## src/rtl/ul4_pkg.sv

```systemverilog
// Shared constants and enumerations for the 4-bit logic unit and its accumulator stage.
package ul4_pkg;

    localparam int DW = 4;

    typedef enum logic [2:0] {
        OP_LDI = 3'b000,
        OP_AND = 3'b001,
        OP_OR  = 3'b010,
        OP_XOR = 3'b011,
        OP_NOT = 3'b100,
        OP_ST  = 3'b101,
        OP_LDR = 3'b110,
        OP_NOP = 3'b111
    } op_e;

    localparam logic [1:0] SEL_AND = 2'b00;
    localparam logic [1:0] SEL_OR  = 2'b01;
    localparam logic [1:0] SEL_XOR = 2'b10;
    localparam logic [1:0] SEL_NOT = 2'b11;

    typedef enum logic [1:0] {
        ST_IDLE = 2'b00,
        ST_EXEC = 2'b01,
        ST_WB   = 2'b10
    } state_e;

    // ST and NOP leave the accumulator and zero flag untouched.
    function automatic logic writes_acc(input op_e o);
        return !(o inside {OP_ST, OP_NOP});
    endfunction

endpackage

```

## src/rtl/ul4.sv

```systemverilog
// 4-bit logic unit: AND / OR / XOR of a and b, or NOT of a, chosen by s.
// Purely combinational; no flow control.
module ul4
    import ul4_pkg::*;
(
    input  logic [DW-1:0] a,
    input  logic [DW-1:0] b,
    input  logic [1:0]    s,
    output logic [DW-1:0] y
);

    always_comb begin
        y = '0;
        case (s)
            SEL_AND: y = a & b;
            SEL_OR:  y = a | b;
            SEL_XOR: y = a ^ b;
            default: y = ~a;
        endcase
    end

endmodule

```

## src/rtl/ul4_acc.sv

```systemverilog
// Accumulator stage around ul4 with a small register file, one instruction per 3 cycles.
// Write-back two edges after accept, done pulses the cycle after; in_ready only in IDLE.
module ul4_acc
    import ul4_pkg::*;
#(
    parameter  int NREG = 4,
    localparam int RW   = (NREG > 1) ? $clog2(NREG) : 1
) (
    input  logic          clk,
    input  logic          reset,
    input  logic          in_valid,
    output logic          in_ready,
    input  logic [2:0]    op,
    input  logic [RW-1:0] rsel,
    input  logic [DW-1:0] imm,
    output logic [DW-1:0] acc,
    output logic          zero,
    output logic          done
);

    state_e          state_q, state_d;
    op_e             op_q;
    logic [RW-1:0]   rsel_q;
    logic [DW-1:0]   imm_q;
    logic [DW-1:0]   res_q, res_d;
    logic [DW-1:0]   acc_q;
    logic            zero_q;
    logic            done_q;
    logic [DW-1:0]   rf_q [NREG];
    logic [DW-1:0]   rf_rd;
    logic [DW-1:0]   alu_y;
    logic [1:0]      sel;
    logic            rsel_ok;
    logic            hs;

    // Out-of-range indices (non power-of-two NREG) read as zero and drop writes.
    assign rsel_ok = int'(rsel_q) < NREG;
    assign rf_rd   = rsel_ok ? rf_q[rsel_q] : '0;
    assign hs      = in_valid & in_ready;

    always_ff @(posedge clk) begin
        if (reset) begin
            state_q <= ST_IDLE;
        end else begin
            state_q <= state_d;
        end
    end

    always_comb begin
        state_d  = state_q;
        in_ready = 1'b0;
        case (state_q)
            ST_IDLE: begin
                in_ready = !reset;
                if (in_valid && !reset) begin
                    state_d = ST_EXEC;
                end
            end
            ST_EXEC: state_d = ST_WB;
            ST_WB:   state_d = ST_IDLE;
            default: state_d = ST_IDLE;
        endcase
    end

    always_ff @(posedge clk) begin
        if (reset) begin
            op_q   <= OP_NOP;
            rsel_q <= '0;
            imm_q  <= '0;
        end else if (hs) begin
            op_q   <= op_e'(op);
            rsel_q <= rsel;
            imm_q  <= imm;
        end
    end

    ul4 u_ul4 (
        .a (acc_q),
        .b (rf_rd),
        .s (sel),
        .y (alu_y)
    );

    // Result source: logic ops take the unit output, moves take their operand directly.
    always_comb begin
        sel   = SEL_AND;
        res_d = alu_y;
        case (op_q)
            OP_AND:  sel = SEL_AND;
            OP_OR:   sel = SEL_OR;
            OP_XOR:  sel = SEL_XOR;
            OP_NOT:  sel = SEL_NOT;
            OP_LDI:  res_d = imm_q;
            OP_LDR:  res_d = rf_rd;
            OP_ST:   res_d = acc_q;
            default: res_d = acc_q;
        endcase
    end

    always_ff @(posedge clk) begin
        if (reset) begin
            res_q <= '0;
        end else if (state_q == ST_EXEC) begin
            res_q <= res_d;
        end
    end

    // Reset in EXEC/WB returns to IDLE before this block ever sees WB, aborting the op.
    always_ff @(posedge clk) begin
        if (reset) begin
            acc_q  <= '0;
            zero_q <= 1'b1;
            done_q <= 1'b0;
            for (int i = 0; i < NREG; i++) begin
                rf_q[i] <= '0;
            end
        end else begin
            done_q <= (state_q == ST_WB);
            if (state_q == ST_WB) begin
                if (writes_acc(op_q)) begin
                    acc_q  <= res_q;
                    zero_q <= (res_q == '0);
                end
                if (op_q == OP_ST && rsel_ok) begin
                    rf_q[rsel_q] <= res_q;
                end
            end
        end
    end

    assign acc  = acc_q;
    assign zero = zero_q;
    assign done = done_q;

endmodule

```

## config.mk

```make
export PLATFORM = sky130hd
export DESIGN_NAME = ul4_acc
export DESIGN_NICKNAME = d
export VERILOG_FILES = /design/src/rtl/ul4_pkg.sv /design/src/rtl/ul4.sv /design/src/rtl/ul4_acc.sv
export SDC_FILE = /design/constraint.sdc
export NUM_CORES = 1
export LEC_CHECK = 0
export BUFFER_PORTS_ARGS = -buffer_cell sky130_fd_sc_hd__buf_2
export CAP_MARGIN = 25
export CORE_ASPECT_RATIO = 0.5
export CORE_MARGIN = 1
export CORE_UTILIZATION = 34
export CTS_CLUSTER_SIZE = 20
export DETAILED_ROUTE_END_ITERATION = 10
export SLEW_MARGIN = 20
export SYNTH_ARGS = -nofsm -noshare
export SYNTH_HDL_FRONTEND = slang
export SYNTH_HIERARCHICAL = 1
export SYNTH_SLANG_ARGS = --single-unit
```

## constraint.sdc

```tcl
create_clock -name clk -period 6 [get_ports clk]
set_clock_uncertainty 0.2 [all_clocks]
set_input_delay 1.2 -clock clk [delete_from_list [all_inputs] [get_ports clk]]
set_output_delay 1.2 -clock clk [all_outputs]
set_load 0.1 [all_outputs]
```

==> reports/metrics.cfg, run 1 <==
[floorplan]
die_h_um=56.0
dieArea_um2=6170
die_x_um=110
boundaryPins=19
start_util_pct=35.7
core_um2=5560
rows=19

[yosys]
yosysMostFrequentCell=dfxtp_1
yosysSeqAreaShare_pct=47.4
ys_seq_elements=39
yosys.area.top_type_share_pct=24.2
synthCells=183
synth_top_cells_by_count=23 x dfxtp_1, 21 x nand2_1, 16 x and2_1, 16 x edfxtp_1
synth-edff-count=16
ys_types=34
synth_flop_cell=dfxtp_1
yosysTopAreaCell=edfxtp_1
synthTopCellsByArea=edfxtp_1 24%, dfxtp_1 23%, mux4_1 5.3%
netlist_area_um2=1990
synth_nets=203
synth_warnings=6
async_reset_ff_share_pct=0
synth_area_per_cell_um2=10.9

[routing]
vias=1381
ant_nets=0
postRouteWirelength_mm=3.97
drt-initial-drc-count=64
avgViaCountPerCell=5.02
top_layer_used=met4
wl_met1_mm=2.02
wl_met2_mm=1.83
drtPass1Iterations=4
routedWlPerCell_um=14.4
drc_errors=0
wl_met3_um=100

[timing]
relSlewSlack_pct=64.0
min_period_over_period_pct=59.3
post-route-min-period_ns=3.56
grt_setup_unrepaired=no
fmax_mhz=281
drv_slew=0
finalSetupTns_ns=0
setup_violations=0
hold_viol_final=0
worstMarginPinSlew_ns=0.535

[worst_setup_path]
start_kind=input port
cp.arrival_ns=2.16
crit_chain=buf_2 > nor3_1 > buf_2
crit_family=buffers and inverters
path_buf_inv=2
endpoint_kind=primary output
crit_path_max_incr_delay_ns=0.47
crit_top_cell=buf_2
worstPathMaxFanout=27
cp_data_required_time_ns=4.60
worstSetupPathType=in2out
worst_path_max_delay_cell=buf_2

[global_routing]
grt.overflow.total=0
grt_pass1_wl_mm=6.68
grt_pass1_vias=1397
antenna_found_initial=0
grt_max_degree=28
grt_usage_pct=14.4

[clock_tree]
clockBufferDepth=2
cts_made_buffers=5
cts.sinks=39
root_buffer=clkbuf_16
cts_resized=0
clock_latency_ns=0.28
clk_pin_slew_ns=0.05
h-tree-depth=2
cts_hold_buffers=0
cts_tree=yes
cts_setup_buffers=0

[power]
power.density_nw_per_um2=282
vdd_drop_max_uv=118
p_leak_nw=0.987

[placement]
hpwl_mm=2.91
port-buffer-count=18
place_area_um2=2120
gp_congestion=0.728

[job]
drv_cap=0

[finish]
design_area_um2=2290
insertedDiodeCount=0
fin_nets=221
fillCellCount=534
drive_above_1_share_pct=17.8
area_growth_pct=15.2

[min_path]
hp-class=reg2reg

[status]
outcome=completed

==> cell families (layout without fill, tap and decap cells) <==
family | count (synthesis) | in the layout | share of synthesized area (%)
adder cells (fa/ha/maj) | 8 | 8 | 5.04
AND/OR/NAND/NOR | 73 | 73 | 20.6
multiplexers | 13 | 13 | 12.4
flip-flops | 39 | 39 | 47.4
buffers and inverters | 22 | 41 | 5.04
AO/OA/AOI/OAI | 28 | 28 | 9.58
==> worst paths after layout <==
check / cells past startpoint / start / endpoint / slack, ns
max: 3 / reset / in_ready / 2.44
min: 1 / zero / zero / 0.27
max reg2reg: 7 / flip-flop / res_q[2] / 3.33
min reg2reg: 1 / zero / zero / 0.27
==> state kept, by name (all words and copies together) (netlist names), named ones only <==
register  flops
acc           4
done          1
rsel_q        2
zero          1
op_q          3
imm_q         4
state_q       2
res_q         4
rf_q         16
==> cell usage in the layout (no fill, tap or decap), drive strengths merged <==
cell / count
dfxtp: 23
nand2: 22
buf: 18
and2: 16
edfxtp: 16
inv: 15
nor2: 14
a21oi: 8
ha: 8
mux4: 8
o21ai: 8
mux2i: 5
nand3b: 5
clkbuf: 5
a32oi: 4
o211a: 4
nand2b: 3
or2: 3
a211o: 3
nor3: 3
or4: 2
nor3b: 2
clkinv: 2
nor4: 1
a31o: 1
and3b: 1
nor2b: 1
bufinv: 1
==> area by class of cell <==
type	instances	area, um^2	area share [%]
Tap cell	73	91.3	3.99
Multi-Input combinational cell	122	945	41.3
Clock buffer	5	125	5.47
Inverter	15	56.3	2.46
Timing Repair Buffer	18	90.1	3.94
Sequential cell	39	941	41.1
Clock inverter	3	38.8	1.70
==> per-stage QoR <==
step	cells	hold slack [ns]	util (%)	total power, mW	worst slack, ns
6_report	275	0.265	41.1	0.644	2.44
5_1_grt	275	0.288	41.1	0.665	2.35
4_1_cts	275	0.263	41.1	0.647	2.44
3_5_place_dp	267	0.247	38.2	0.357	2.44
3_3_place_gp	267	0.249	38.2	0.355	2.47
2_1_floorplan	183	0.237	-	0.343	1.18
==> worst reg2reg max path: stages, from the launching register on <==
cell and delay (ns):
dfxtp_1 0.46, mux4_2 0.60, inv_1 0.09, ha_1 0.22, mux4_1 0.56, a32oi_1 0.19
o211a_1 0.18, o21ai_1 0.06
==> layer usage <==
metal	GRT usage, %	vias to the layer above
met2	23.8	13
li1	-	684
met4	2.86	0
met3	3.51	2
met5	0	-
met1	19.2	682
==> power breakdown <==
part / total (mW) / internal (mW) / switching, mW
clock network: 0.293 / 0.194 / 0.0993
logic: 0.0551 / 0.0224 / 0.0327
registers: 0.296 / 0.285 / 0.0109
Power figures use the tool's default switching activity.
==> inputs of run 2 (changes only) <==
==> constraint.sdc (replaced) <==
create_clock -name clk -period 3.65 [get_ports clk]
set_clock_uncertainty 0.2 [all_clocks]
set_input_delay 0.73 -clock clk [delete_from_list [all_inputs] [get_ports clk]]
set_output_delay 0.73 -clock clk [all_outputs]
set_load 0.1 [all_outputs]
==> reports/metrics.cfg, run 2 (synthesis results as in run 1) <==
[timing]
holdWs_ns=0.262  ; was 0.265 ns
min_period_over_period_pct=72.9
relSlewSlack_pct=60.6  ; was 64.0%
hold_viol_final=0  ; unchanged
worstMarginPinSlew_ns=0.575  ; was 0.535 ns
grt_setup_unrepaired=no  ; unchanged
fmax_mhz=376
finalSetupTns_ns=0  ; unchanged
setup_violations=0  ; unchanged
post-route-min-period_ns=2.66
drv_slew=0  ; unchanged

[worst_setup_path]
rr_worst_depth=7  ; unchanged
start_kind=flip-flop  ; was input port
endpoint_kind=flip-flop  ; was primary output
worstSetupPathType=reg2reg  ; was in2out
worstPathMaxFanout=4  ; was 27
cp_data_required_time_ns=3.61  ; was 4.60 ns
reg2reg_to=res_q[0]  ; was res_q[2]
crit_chain=mux4_2 > inv_1 > ha_1 > mux4_1 > a32oi_1 > o211a_1 > o21ai_1  ; was buf_2 > nor3_1 > buf_2
rrSetupSlack_ns=0.99  ; was 3.33 ns
cp.arrival_ns=2.63  ; was 2.16 ns
worst_path_max_delay_cell=mux4_2  ; was buf_2
crit_path_max_incr_delay_ns=0.58  ; was 0.47 ns

[global_routing]
met2_usage_pct=22.6  ; was 23.8%
use_met3_pct=3.75  ; was 3.51%
grt_pass1_wl_mm=6.69  ; was 6.68 mm
grt_max_degree=28  ; unchanged
grt_busiest_layer=met2  ; unchanged
met1_usage_pct=19.9  ; was 19.2%
antenna_found_initial=0  ; unchanged
grt_pass1_vias=1324  ; was 1397
grt.overflow.total=0  ; unchanged
grt_usage_pct=14.7  ; was 14.4%

[clock_tree]
clk_pin_slew_ns=0.05  ; about the same
clock_latency_ns=0.28  ; about the same
cts_resized=0  ; unchanged
root_buffer=clkbuf_16  ; unchanged
cts.sinks=39  ; unchanged
cts_made_buffers=5  ; unchanged
h-tree-depth=2  ; unchanged
cts_setup_buffers=0  ; unchanged
cts_hold_buffers=0  ; unchanged
cts_tree=yes  ; unchanged
clockBufferDepth=2  ; unchanged

[finish]
drive_above_1_share_pct=18.3  ; was 17.8%
insertedDiodeCount=0  ; unchanged
fin_nets=221  ; unchanged
layout.cells.most_common=dfxtp_1  ; unchanged
top_register=rf_q  ; unchanged
largest_register_ff_count=16  ; unchanged
area_growth_pct=15.4  ; was 15.2%
final_cell_mix=23 x dfxtp_1, 21 x nand2_1, 18 x buf_2  ; unchanged

[routing]
postRouteWirelength_mm=4.01  ; was 3.97 mm
avgViaCountPerCell=4.94  ; was 5.02
routedWlPerCell_um=14.6  ; was 14.4 um
ant_nets=0  ; unchanged
drt-initial-drc-count=37  ; was 64
drtPass1Iterations=4  ; unchanged
vias=1358  ; was 1381
drc_errors=0  ; unchanged

[status]
outcome=completed  ; unchanged

[min_path]
holdPathStages=1  ; unchanged
hold_path_end=zero  ; unchanged
worstHoldStart=zero  ; unchanged
hp-class=reg2reg  ; unchanged

[floorplan]
die_h_um=56.0  ; unchanged
start_util_pct=35.7  ; unchanged
core_um2=5560  ; unchanged
die_x_um=110  ; unchanged
boundaryPins=19  ; unchanged
rows=19  ; unchanged
dieArea_um2=6170  ; unchanged

[power]
comb_power_share_pct=8.6  ; about the same
fin_total_pwr_mw=1.05  ; was 0.644 mW
power.density_nw_per_um2=459  ; was 282 nW/um^2
vdd_drop_max_uv=192  ; was 118 uV
power.internal_mw=0.824  ; was 0.501 mW
p_leak_nw=0.989  ; was 0.987 nW
power_switching_share_pct=21.7  ; was 22.2%
power_frac_clock_pct=45.1  ; was 45.5%
p_switching_mw=0.228  ; was 0.143 mW
seq_power_share_pct=46.3  ; was 46.0%

[placement]
gp_congestion=0.791  ; was 0.728
hpwl_mm=2.90  ; was 2.91 mm
port-buffer-count=18  ; unchanged

[job]
drv_cap=0  ; unchanged

## run 2: cell counts in the layout (fill, tap and decap cells not counted)
No cell type changed its count.
## run 2: worst max path at each step
| stage | end | slack [ns] | cells past startpoint |
|---|---|---|---|
| 5_1_grt | res_q[0] | 0.87 | 7 |
| 2_1_floorplan | flip-flop | 0.40 | 7 |
| 6_report | res_q[0] | 0.99 | 7 |
| 4_1_cts | res_q[0] | 0.99 | 7 |
| 3_3_place_gp | res_q[3] | 1.07 | 7 |
| 3_5_place_dp | rf_q[1][2] | 1.01 | 4 |
## run 2: metrics by stage
step | cells | worst slack (ns) | util (%) | cell area [um^2]
2_1_floorplan | 183 | 0.396 | - | 1990
3_3_place_gp | 267 | 1.07 | 38.3 | 2130
3_5_place_dp | 267 | 1.01 | 38.3 | 2130
4_1_cts | 275 | 0.995 | 41.2 | 2290
5_1_grt | 275 | 0.867 | 41.2 | 2290
6_report | 275 | 0.988 | 41.2 | 2290
## run 2: cell type report
class                           instances  area (um^2)
Fill cell                             538         3270
Multi-Input combinational cell        122          950
Sequential cell                        39          941
Clock buffer                            5          125
Tap cell                               73         91.3
Timing Repair Buffer                   18         90.1
Inverter                               15         56.3
Clock inverter                          3         38.8
## run 2: worst max-delay path, delay by kind of cell, from the launching register on
family / cells / cell delay [ns]
AOI/OAI and AO/OA: 3 / 0.47
adders and majority gates: 1 / 0.22
buffers and inverters: 1 / 0.08
DFF: 1 / 0.46
muxes: 2 / 1.12
## run 2: power by group through the flow
stage	Combinational (mW)	Sequential, mW	Clock, mW
after floorplan	0.0734	0.490	0
after CTS	0.0915	0.487	0.484
after global placement	0.0895	0.496	0
final	0.0909	0.487	0.474
after global routing	0.101	0.489	0.505
after detailed placement	0.0906	0.496	0
## run 2: per-layer routing
metal  wire, um  part of all wire [%]  vias up
met3        150                   3.7        5
met5          0                     0        -
met1       1930                    48      649
met4         42                   1.0        0
li1           -                     -      689
met2       1890                    47       15
